===== src/rtl/gamma_pipe_razor_mc.sv =====
// Multi-lane gamma combiner: scaled ba1 + ba3 (stage 1), then + ba2 with saturation (stage 2); 2-edge latency.
// Razor error or low Enable freezes both stages; error is forwarded one cycle later, stalls and clips are counted.
module gamma_pipe_razor_mc #(
    parameter int N  = 5,
    parameter int M  = 6,
    parameter int CH = 4,
    parameter int CW = 8
) (
    input  logic                  clk_i,
    input  logic                  rst_i,
    input  logic                  clear_i,
    input  logic                  enable_i,
    input  logic                  error_previous_i,
    input  logic                  in_valid_i,
    input  logic [1:0]            scale_mode_i,
    input  logic [CH*M-1:0]       ba1_i,
    input  logic [CH*N-1:0]       ba2_i,
    input  logic [CH*N-1:0]       ba3_i,
    output logic                  out_valid_o,
    output logic [CH*(M+1)-1:0]   ba1ba3_o,
    output logic [CH*(M+1)-1:0]   ba1ba2ba3_o,
    output logic                  error_out_o,
    output logic [CW-1:0]         sat_count_o,
    output logic [CW-1:0]         stall_count_o
);

    localparam logic [CW:0] CNT_MAX = {1'b0, {CW{1'b1}}};

    logic                adv;
    logic signed [M+2:0] ext      [CH];
    logic signed [M+2:0] prod     [CH];
    logic        [M:0]   s1_sum_d [CH];
    logic        [M+1:0] wide     [CH];
    logic        [M:0]   sat_d    [CH];
    logic [CH-1:0]       clip;
    logic [CW:0]         nclip;
    logic [CW:0]         sat_sum;
    logic [CW-1:0]       sat_count_d;

    logic                s1_valid_q;
    logic        [M:0]   s1_sum_q [CH];
    logic                out_valid_q;
    logic        [M:0]   o13_q    [CH];
    logic        [M:0]   o123_q   [CH];
    logic                err_q;
    logic [CW-1:0]       sat_count_q;
    logic [CW-1:0]       stall_count_q;

    assign adv = enable_i && !error_previous_i;

    always_comb begin
        nclip = '0;
        for (int i = 0; i < CH; i++) begin
            ext[i] = {{3{ba1_i[i*M+M-1]}}, ba1_i[i*M +: M]};
            // The M+3-bit product holds 7*ba1 exactly, so the floor shift is exact.
            case (scale_mode_i)
                2'd0:    prod[i] = ext[i] >>> 1;
                2'd1:    prod[i] = (ext[i] + (ext[i] <<< 1)) >>> 2;
                2'd2:    prod[i] = ext[i];
                default: prod[i] = ((ext[i] <<< 3) - ext[i]) >>> 3;
            endcase
            s1_sum_d[i] = {prod[i][M-1], prod[i][M-1:0]}
                        + {{(M+1-N){ba3_i[i*N+N-1]}}, ba3_i[i*N +: N]};

            wide[i] = {s1_sum_q[i][M], s1_sum_q[i]}
                    + {{(M+2-N){ba2_i[i*N+N-1]}}, ba2_i[i*N +: N]};
            clip[i] = wide[i][M+1] ^ wide[i][M];
            if (clip[i])
                sat_d[i] = wide[i][M+1] ? {1'b1, {M{1'b0}}} : {1'b0, {M{1'b1}}};
            else
                sat_d[i] = wide[i][M:0];
            nclip = nclip + {{CW{1'b0}}, clip[i]};
        end
        sat_sum     = {1'b0, sat_count_q} + nclip;
        sat_count_d = (sat_sum > CNT_MAX) ? CNT_MAX[CW-1:0] : sat_sum[CW-1:0];
    end

    always_ff @(posedge clk_i or posedge rst_i) begin
        if (rst_i) begin
            s1_valid_q    <= 1'b0;
            out_valid_q   <= 1'b0;
            err_q         <= 1'b0;
            sat_count_q   <= '0;
            stall_count_q <= '0;
            for (int i = 0; i < CH; i++) begin
                s1_sum_q[i] <= '0;
                o13_q[i]    <= '0;
                o123_q[i]   <= '0;
            end
        end else if (clear_i) begin
            s1_valid_q    <= 1'b0;
            out_valid_q   <= 1'b0;
            err_q         <= 1'b0;
            sat_count_q   <= '0;
            stall_count_q <= '0;
            for (int i = 0; i < CH; i++) begin
                s1_sum_q[i] <= '0;
                o13_q[i]    <= '0;
                o123_q[i]   <= '0;
            end
        end else begin
            err_q <= error_previous_i;
            if (error_previous_i && (stall_count_q != CNT_MAX[CW-1:0]))
                stall_count_q <= stall_count_q + 1'b1;
            if (adv) begin
                s1_valid_q  <= in_valid_i;
                out_valid_q <= s1_valid_q;
                if (s1_valid_q)
                    sat_count_q <= sat_count_d;
                for (int i = 0; i < CH; i++) begin
                    s1_sum_q[i] <= s1_sum_d[i];
                    o13_q[i]    <= s1_sum_q[i];
                    o123_q[i]   <= sat_d[i];
                end
            end
        end
    end

    for (genvar g = 0; g < CH; g++) begin : g_pack
        assign ba1ba3_o[g*(M+1) +: M+1]    = o13_q[g];
        assign ba1ba2ba3_o[g*(M+1) +: M+1] = o123_q[g];
    end

    assign out_valid_o   = out_valid_q;
    assign error_out_o   = err_q;
    assign sat_count_o   = sat_count_q;
    assign stall_count_o = stall_count_q;

endmodule


===== config.mk =====
export PLATFORM = sky130hd
export DESIGN_NAME = gamma_pipe_razor_mc
export DESIGN_NICKNAME = d
export VERILOG_FILES = /design/src/rtl/gamma_pipe_razor_mc.sv
export SDC_FILE = /design/constraint.sdc
export NUM_CORES = 1
export LEC_CHECK = 0
export CAP_MARGIN = 20
export CORE_MARGIN = 10
export CORE_UTILIZATION = 55
export DETAILED_ROUTE_END_ITERATION = 10
export PLACE_DENSITY = 0.85
export SLEW_MARGIN = 40
export SYNTH_ARGS = -nofsm -noshare
export SYNTH_HDL_FRONTEND = slang
export SYNTH_SLANG_ARGS = --single-unit

===== constraint.sdc =====
create_clock -name clk_i -period 6.8 [get_ports clk_i]
set_clock_uncertainty 0.1 [all_clocks]
set_input_delay 1.36 -clock clk_i [delete_from_list [all_inputs] [get_ports clk_i]]
set_output_delay 1.36 -clock clk_i [all_outputs]
set_load 0.02 [all_outputs]

==> run metrics <==
outcome completed; crit path max fanout 7; DP HPWL 16.54 mm; Hold Path Class flop to flop; Area Growth Syn to Fin 21.86%; Starting Density 55.80%; routed wire length per instance between 15 and 20 um; first-pass GRT wire length 36.69 mm; Hold Path End out_valid_o$_DFFE_PP0P_; Rel. slew slack 45.30%; post-synth net total 1,213; router iterations before antenna repair 5; routed wire length 21.58 mm; clock buffer depth 2; crit-path max cell delay 0.46 ns; Post-Layout Inst Area 0.01076 mm2; reg2reg start s1_sum_q[7]$_DFFE_PP0P_; most frequent cells in the layout clkdlybuf4s50_1 (143), a21oi_1 (120), nand2_1 (111); synthesized area between 0.008 and 0.009 mm2; post-synthesis area per instance 8.608 um2; Crit-path slowest cell fa_1; Final #Nets 1,332; Synth warnings 0; layout cell share with drive strength beyond 1 ~4.1%; HP Start out_valid_o$_DFFE_PP0P_; crit path kind input port to flop; Sequential Area 0.002577 mm2; Final Power 2.025 mW; maxcap violations 0; vias in the first global route 7,491; RR Endpoint sat_count_o[5]$_DFFE_PP0P_; vias per cell 5.814; Distinct cells, synth 66; CORE AREA 0.01583 mm2; DRC Markers 0; Highest Clock Rate 174.5 MHz; # fillers 1,283; Multi-input gate area just under 0.006 mm2; R2R depth 17; DR iter-0 viols 419; Arr. time, crit path 5.89 ns; crit-path cells clkdlybuf4s50_1, ha_1, fa_1, a21o_1, a21oi_1, o21bai_1, a21oi_1, xnor2_1, ha_1, inv_1, fa_1, fa_1, inv_1, fa_1, nand3_1, or2_2, a211o_1, a21oi_1; Post-synth top flop dfrtp_1; hold path depth 2; commonest non-fill, non-tap cell in the layout clkdlybuf4s50_1; post-cts gate resize count 0; number of synthesized register bits ~100; Setup crit start kind input port; Final setup viols 0; Hold Vio Cnt, Final 0; site row count 46; diodes inserted 0; R2R Setup Slk 2.06 ns; total track usage between 10% and 20%; GPL Wtd Cong 0.8768; CP top delay family adder cells; Post-CTS Setup Inserts 0; grt total ovfl 0; clk sinks 103; PortBufs 145; Vias 7,942; DIE HEIGHT 146.7 um; most used cell, CP fa_1; worst skew pair latency 0.35 ns; Data required, critical path 6.96 ns; die area 0.02153 mm2; register area share after synthesis around 30%; Bufs and invs on worst path 3; boundary pin count roughly 150; fin crit share between 80% and 90%; Post-synth EDFFs 0; CP Capture Type flop; total CTS buffers 9; DIE WIDTH 146.7 um; Final Max Slew Viols 0; Leak Pwr between 4 and 5 nW; placed inst area around 0.010 mm2; worst slew pin tran 0.8205 ns; Worst VDD drop approximately 100 uV; largest net degree at the start of global routing between 100 and 150; antenna violations before repair 0; Clk pin slew, worst setup/hold paths 0.07 ns; setup tns final 0 ns; CTS tree built; RSZ-0062 raised after global routing no; Post-CTS Hold Fix Bufs 0; minimum clock period 5.730 ns; async set or reset register ratio after synthesis 100.0%; clock root buffer master clkbuf_16; post-route ant nets 0; htree depth 3; Synth Instances just over 1,000; Power per Cell Area 188.2 mW/mm2
worst max-delay path by stage:
| stage | slack (ns) | cells past startpoint | startpoint | to |
|---|---|---|---|---|
| final | 1.07 | 18 | ba2_i[10] | sat_count_o[5]$_DFFE_PP0P_ |
| after CTS | 1.09 | 18 | ba2_i[10] | sat_count_o[5]$_DFFE_PP0P_ |
| after global placement | 0.90 | 18 | ba2_i[10] | sat_count_o[5]$_DFFE_PP0P_ |
| after global routing | 0.78 | 18 | ba2_i[10] | sat_count_o[6]$_DFFE_PP0P_ |
| after floorplan | 1.53 | 17 | ba2_i[10] | sat_count_o[5]$_DFFE_PP0P_ |
| after detailed placement | 0.74 | 18 | ba2_i[10] | sat_count_o[5]$_DFFE_PP0P_ |
final cells by class:
cell class / count / area share (%)
multi-input cells: 818 / 54.41
flip-flops and latches: 103 / 23.95
repair buffers: 151 / 13.94
well taps: 216 / 2.511
clock buffers: 11 / 2.255
inverters: 62 / 2.186
clock inverters: 5 / 0.7556
synthesized netlist by cell type (all sizes together), types with 5 or more instances:
library cell / n / area share [%]
a211oi: 23 / 2.0
a21o: 25 / 2.1
a21oi: 120 / 6.8
a311oi: 15 / 1.5
a31oi: 8 / 0.57
and2: 5 / 0.35
buf: 17 / 0.95
clkbuf: 26 / 1.1
dfrtp: 103 / 29
fa: 15 / 3.4
ha: 100 / 14
inv: 61 / 2.6
mux2: 5 / 0.64
mux2i: 15 / 1.7
nand2: 112 / 4.8
nand2b: 9 / 0.64
nand3: 17 / 0.96
nand3b: 9 / 0.76
nand4: 6 / 0.43
nor2: 82 / 3.5
nor2b: 13 / 0.92
nor3: 27 / 1.5
nor3b: 13 / 1.1
nor4: 5 / 0.52
nor4b: 13 / 1.3
o211ai: 5 / 0.43
o21a: 13 / 1.1
o21ai: 39 / 2.2
o21bai: 5 / 0.43
o32ai: 6 / 0.59
or3: 6 / 0.48
xnor2: 26 / 2.6
xor2: 24 / 2.4
metal layers:
| metal | up-vias | GRT usage (%) | part of all wire [%] |
|---|---|---|---|
| met5 | - | 0 | 0 |
| met4 | 0 | 4.404 | 1.1 |
| met3 | 19 | 3.225 | 5.7 |
| met2 | 222 | 30.87 | 46 |
| met1 | 3762 | 27.92 | 47 |
| li1 | 3939 | - | - |
worst reg2reg max path: cells and delay by family, from the launching register on:
family,cells,cell delay (ns)
adder cells (fa/ha/maj),6,2.12
buffers and inverters,2,0.31
AND/OR/NAND/NOR,2,0.49
XOR/XNOR,1,0.10
flip-flops,1,0.43
AO/OA/AOI/OAI,6,1.12
registers in the layout, summed over array words and instances, names as in the netlist:
name / cells
error_out_o: 1
ba1ba3_o: 28
s1_sum_q: 28
s1_valid_q: 1
ba1ba2ba3_o: 28
out_valid_o: 1
stall_count_o: 8
sat_count_o: 8
report_power, final:
group	leakage, nW	internal [mW]	switching (mW)
logic	3.23	0.351	0.441
clock network	0.156	0.333	0.221
registers	1.40	0.649	0.0303
metrics by stage:
| step | utilization, % | hold WS (ns) | setup WS (ns) | cells |
|---|---|---|---|---|
| after floorplan | - | 0.4120 | 1.530 | 1026 |
| after global placement | 65.80 | 0.3964 | 0.8984 | 1349 |
| after detailed placement | 65.95 | 0.4088 | 0.7392 | 1350 |
| after CTS | 68.00 | 0.4232 | 1.091 | 1366 |
| after global routing | 68.00 | 0.4439 | 0.7769 | 1366 |
| final | 68.00 | 0.4177 | 1.071 | 1366 |
cell families (layout without fill, tap and decap cells):
| family | after synthesis | count (layout) | synth area share [%] |
|---|---|---|---|
| multiplexers | 24 | 24 | 3.357 |
| XOR/XNOR | 50 | 50 | 4.958 |
| AO/OA/AOI/OAI | 294 | 294 | 21.36 |
| flip-flops | 103 | 103 | 29.18 |
| AND/OR/NAND/NOR | 335 | 335 | 18.88 |
| adder cells (fa/ha/maj) | 115 | 115 | 17.57 |
| buffers and inverters | 105 | 229 | 4.689 |
No activity file was read; power rests on OpenSTA's default activity.
